<file path="config.mk">
export PLATFORM = sky130hd
export DESIGN_NAME = cache_ctrl
export DESIGN_NICKNAME = d
export VERILOG_FILES = /design/src/rtl/mem_pkg.sv /design/src/rtl/sat_counter.sv /design/src/rtl/cache_ctrl.sv
export SDC_FILE = /design/constraint.sdc
export NUM_CORES = 1
export LEC_CHECK = 0
export BUFFER_PORTS_ARGS = -buffer_cell sky130_fd_sc_hd__buf_2
export CAP_MARGIN = 20
export CORE_MARGIN = 2
export CORE_UTILIZATION = 45
export CTS_CLUSTER_SIZE = 28
export DETAILED_ROUTE_END_ITERATION = 8
export HOLD_SLACK_MARGIN = 0.15
export PLACE_DENSITY = 0.71
export RECOVER_POWER = 100
export SLEW_MARGIN = 20
export SYNTH_ARGS = -nofsm -noshare
export SYNTH_HDL_FRONTEND = slang
export SYNTH_SLANG_ARGS = --single-unit
</file>
<file path="constraint.sdc">
create_clock -name clk -period 5.2 [get_ports clk]
set_input_delay 1.56 -clock clk [delete_from_list [all_inputs] [get_ports clk]]
set_output_delay 1.56 -clock clk [all_outputs]
set_load 0.02 [all_outputs]
</file>
<file path="src/rtl/mem_pkg.sv">
// mem_pkg: shared state type and default sizing for the cache miss controller
package mem_pkg;
    localparam int DEF_DATA_WIDTH = 32;
    localparam int DEF_TIMEOUT = 255;
    typedef enum logic [1:0] {IDLE, WRITEBACK, REFILL, DONE} cache_state_t;
endpackage

</file>
<file path="src/rtl/sat_counter.sv">
// sat_counter: event counter that sticks at all-ones instead of wrapping
module sat_counter import mem_pkg::*; #(
    parameter int WIDTH = DEF_DATA_WIDTH
) (
    input  logic             clk,
    input  logic             rst,
    input  logic             en,
    output logic [WIDTH-1:0] count
);
    always_ff @(posedge clk or posedge rst) begin
        if (rst) count <= '0;
        else if (en && !(&count)) count <= count + WIDTH'(1);
    end
endmodule

</file>
<file path="src/rtl/cache_ctrl.sv">
// cache_ctrl: miss handler sequencing write-back and refill, stalling the CPU until the line is ready
module cache_ctrl import mem_pkg::*; #(
    parameter int DATA_WIDTH = DEF_DATA_WIDTH,
    parameter int TIMEOUT = DEF_TIMEOUT
) (
    input  logic                  clk,
    input  logic                  rst,
    input  logic                  rd_en,
    input  logic                  wr_en,
    input  logic [DATA_WIDTH-1:0] addr,
    input  logic                  hit,
    input  logic                  dirty,
    input  logic [DATA_WIDTH-1:0] victim_addr,
    input  logic                  mem_ready,
    output logic                  stall,
    output logic                  mem_req,
    output logic                  mem_we,
    output logic [DATA_WIDTH-1:0] mem_addr,
    output logic                  refill_en,
    output logic [DATA_WIDTH-1:0] miss_count,
    output logic                  timeout_err
);
    localparam int CW = $clog2(TIMEOUT + 1);
    cache_state_t state;
    logic [DATA_WIDTH-1:0] req_addr, wb_addr;
    logic [CW-1:0] wait_cnt;
    logic miss, busy, timed_out;
    assign miss = (rd_en | wr_en) & ~hit;
    assign busy = state == WRITEBACK || state == REFILL;
    // the wait that would bring the counter to TIMEOUT ends the access
    assign timed_out = busy && !mem_ready && wait_cnt == CW'(TIMEOUT - 1);
    always_comb begin
        stall = state == IDLE ? miss : 1'b1;
        mem_req = busy;
        mem_we = state == WRITEBACK;
        mem_addr = state == WRITEBACK ? wb_addr : req_addr;
        refill_en = state == REFILL && mem_ready;
    end
    always_ff @(posedge clk or posedge rst) begin
        if (rst) begin
            state <= IDLE;
            req_addr <= '0;
            wb_addr <= '0;
            wait_cnt <= '0;
            timeout_err <= 1'b0;
        end else begin
            wait_cnt <= '0;
            case (state)
                IDLE: if (miss) begin
                    state <= dirty ? WRITEBACK : REFILL;
                    req_addr <= addr & ~DATA_WIDTH'(3);
                    wb_addr <= victim_addr;
                end
                WRITEBACK, REFILL: begin
                    if (mem_ready) state <= state == WRITEBACK ? REFILL : DONE;
                    else if (timed_out) begin
                        state <= IDLE;
                        timeout_err <= 1'b1;
                    end else wait_cnt <= wait_cnt + CW'(1);
                end
                default: state <= IDLE;
            endcase
        end
    end
    sat_counter #(.WIDTH(DATA_WIDTH)) u_miss (
        .clk(clk),
        .rst(rst),
        .en(state == IDLE && miss),
        .count(miss_count)
    );
endmodule

</file>
# Word-level counts from Yosys, hierarchy flattened
# Index checks and enable logic that the tools add are counted.
# totals
word_cells	42
register_bits	105
out_inout_bits	69
# classes
n_mux	11
reduce_logical	14
add_sub_neg	2
bitwise_logic	4
n_eq_ne	5
# ops
operator	count
$add A32 B1 Y32 const B	1
$mux W32	1
$reduce_and A32 Y1	1
$mux W8	3
$add A8 B1 Y8 const B	1
$eq A8 B8 Y1 const B	1
$mux W2	4
$logic_and A1 B1 Y1	5
$pmux W2 S2	1
$reduce_and A2 Y1	2
$ne A3 B3 Y1 const B	1
$reduce_and A3 Y1	1
$eq A2 B1 Y1 const B	1
$eq A2 B2 Y1 const B	1
$logic_not A1 Y1	2
$logic_not A2 Y1	1
$mux W1	2
$ne A2 B2 Y1 const B	1
$not A1 Y1	2
$reduce_or A2 Y1	1
$and A1 B1 Y1	1
$logic_or A1 B1 Y1	1
$or A1 B1 Y1	1

# Logic depth before layout (Yosys ltp)
# depth
word_depth	7
mapped_depth	9
ltp_nobuf	7

# By module
# Synthesis repeated with hierarchy kept, for this count alone.
# hier_totals
hier_cells	391
area_unflattened_um2	5277.6
# by_module_without_submodules
mod	instances	area_per_inst_um2	cells_each
cache_ctrl	1	3612.2	236
sat_counter	1	1665.3	155

# Worst setup path before layout
# No wires, ideal clock.
# synth_timing
path_type	input port to output port
from	in wr_en
to	out stall
setup_slack_ps	1724
n_path_buf	0
stages	2
arrival_time_ps	1916
required_time_ps	3640
cell_sequence	o21bai_1 -> nand2_1
# synth_between
elab_chain_cells	3
# synth_lines
element	line	text
start, declared	cache_ctrl.sv:9	input logic wr_en,
$or A1 B1 Y1	cache_ctrl.sv:28	assign miss = (rd_en | wr_en) & ~hit;
$and A1 B1 Y1	cache_ctrl.sv:28	
$mux W1	cache_ctrl.sv:33	stall = state == IDLE ? miss : 1'b1;
end, declared	cache_ctrl.sv:15	output logic stall,
# Every way passes these cells.

==> reports/results.tsv <==
metric	value	unit
status	complete, but fails checks	
failing checks	max-capacitance violations, max-slew violations	
Initial Util	0.467	
complex-gate fraction of the synthesized area	0.0208	
Worst R2R Path Depth	5	
commonest non-fill, non-tap cell in the layout	dfrtp_1	
Hold Fails Final Rpt	0	
initial antenna violation count	0	
Synth Cell Area	4860	µm²
post_cts resized	0	
share of layout cells above drive strength 1	0.357	
sequential share of the synthesized area	0.540	
initial DRC count	95	
global-route wire length before repair	15.9	mm
crit start category	input pin	
leakage power	0.00260	µW
final worst path period share	0.745	
xor/xnor share of the synthesized area	0.0576	
Final Slew Violations	80	
Arr. time, crit path	3.72	ns
Met1 Routed Length	4.21	mm
ys flop type	dfrtp_1	
GRT Util Overall	0.174	
Worst-path clk slew	0.10	ns
skew final	0.0118	ns
Critical Path RT	5.05	ns
TritonCTS clock tree	built	
I/O pin total	140	
instance count on the critical path	2	
hold depth	1	
Post-Synthesis Cells	383	
clock sinks	105	
top routing layer used	met4	
post-synth cell types	39	
commonest non-fill, non-tap cells in the layout	dfrtp_1 (105), mux2_2 (95), clkbuf_1 (70)	
register bit total from synthesis	105	
setup violators final	0	
total negative slack	0	ns
hold_ws	0.500	ns
post-synthesis async set-or-reset flop share	1.00	
Inserted Diodes	0	
relative slew slack	-0.943	
GP Congestion	0.780	
Area Overhead vs Synth	18.8	%
total chip power	3050	µW
Total Die Area	11700	µm²
Synth Warn #	0	
detailed-placement wirelength estimate	7.02	mm
net count after synthesis	461	
PwrDens	529	nW/µm²
number of H-tree levels	3	
# hold bufs at CTS	0	
Worst Hold Class	reg -> reg	
maxcap violations	1	
worst-path fanout max	79	
met2 routed WL	4.62	mm
VDD IR max	0.302	mV
number of global-route vias before repair	3408	
critical path class	in -> async	
worst-skew pair later-pin latency	0.36	ns
Die Ht	108	µm
PortBufs	137	
Worst Setup End Kind	asynchronous set/reset pin	
DR vias	3402	
grt ovf	0	
fmax	0.258	GHz
CP top delay family	buffers and inverters	
WL per Instance	14.8	µm
Synth Area in Simple Gates	0.122	
Synth Area in Adders	0.0180	
Max clock buf depth	2	
max incr delay on CP	2.03	ns
largest net degree at the start of global routing	80	
Mapped Avg Cell Area	12.7	µm²
Num CTS Buffers	9	
die width	108	µm
multiplexer share of the synthesized area	0.221	
largest family of logic cells by synthesized area	multiplexers	
worst path cell trace	buf_2 > inv_1	
fin nets	599	
WL final	9.82	mm
row count	37	
CTS Root Cell	clkbuf_8	
Slew @ Worst Pin	2.91	ns
drc violations	0	
Tmin final	3.88	ns
RSZ-0062 raised after global routing	no	
Vias per Instance	5.14	
met3 wire len	876	µm
Antenna Nets Post-Route	0	
core footprint	10400	µm²
Post CTS Setup Buffer Count	0	
CP bufs+invs	2	
Max stage delay cell, worst path	inv_1	
Detailed Routing Iterations Pass 1	4	
Post-synth EDFFs	0	
==> registers in the layout, summed over array words and instances, names as in the netlist <==
| register | cells |
|---|---|
| wait_cnt | 8 |
| wb_addr | 32 |
| req_addr | 30 |
| u_miss.count | 32 |
| state | 2 |
| timeout_err | 1 |
==> worst paths after layout <==
| check | startpoint | endpoint | slack (ns) |
|---|---|---|---|
| max | rst | req_addr[11] | 1.32 |
| min | timeout_err | timeout_err | 0.50 |
| max reg2reg | state[0] | wb_addr[0] | 2.25 |
| min reg2reg | timeout_err | timeout_err | 0.50 |
| max in group clk | wr_en | stall | 1.39 |
| min in group asynchronous | rst | wb_addr[17] | 2.23 |
==> routing by layer <==
layer  GRT usage  up-vias
li1            -     1623
met1       0.215     1665
met2       0.283      101
met3      0.0687       13
met4      0.0522        0
met5           0        -
==> cells in the mapped netlist (2+ instances only) <==
cell,instances,area (µm²)
o21bai_1,2,15.0
inv_1,9,33.8
nand4_1,14,87.6
nor2_1,27,101
nand4_2,2,25.0
clkbuf_1,5,18.8
and2_1,4,25.0
buf_1,6,22.5
ha_1,7,87.6
nand2b_1,3,18.8
nand2_1,13,48.8
nor3_1,6,30.0
nand3_1,18,90.1
xnor2_1,18,158
a31oi_1,3,18.8
o21ai_0,2,10.0
mux2_2,94,1060
nor4_1,2,12.5
and3_1,8,50.1
nand3_2,2,20.0
dfrtp_1,105,2630
a21oi_1,3,15.0
xor2_1,14,123
==> report_power, final <==
| group | internal, µW | leakage, µW | switching [µW] |
|---|---|---|---|
| Combinational | 557 | 0.00118 | 672 |
| Clock | 277 | 0.000112 | 289 |
| Sequential | 1100 | 0.00131 | 160 |
| Total | 1930 | 0.00260 | 1120 |
==> metrics by stage <==
stage                     std cells  instance area (µm²)  worst slack, ns  utilization
after floorplan                 383                 4860            0.879            -
after global placement          645                 5680             1.42        0.545
after detailed placement        645                 5680             1.41        0.545
after CTS                       661                 5900             1.41        0.567
after global routing            662                 5780            0.733        0.554
final                           662                 5780             1.32        0.554
==> layout make-up <==
type,instances,area [µm²]
fillers,949,4640
clock inverters,7,101
flip-flops and latches,105,2630
clock buffers,9,124
well taps,136,170
inverters,9,33.8
repair buffers,141,623
multi-input cells,255,2100
==> kinds of logic (layout without fill, tap and decap cells) <==
group	after synthesis	after routing
adders and majority gates	7	7
AOI/OAI and AO/OA	14	14
buffers and inverters	23	166
DFF	105	105
muxes	95	95
and+or+nand+nor	107	107
xor gates and xnor gates	32	32
Power figures use the tool's default switching activity.
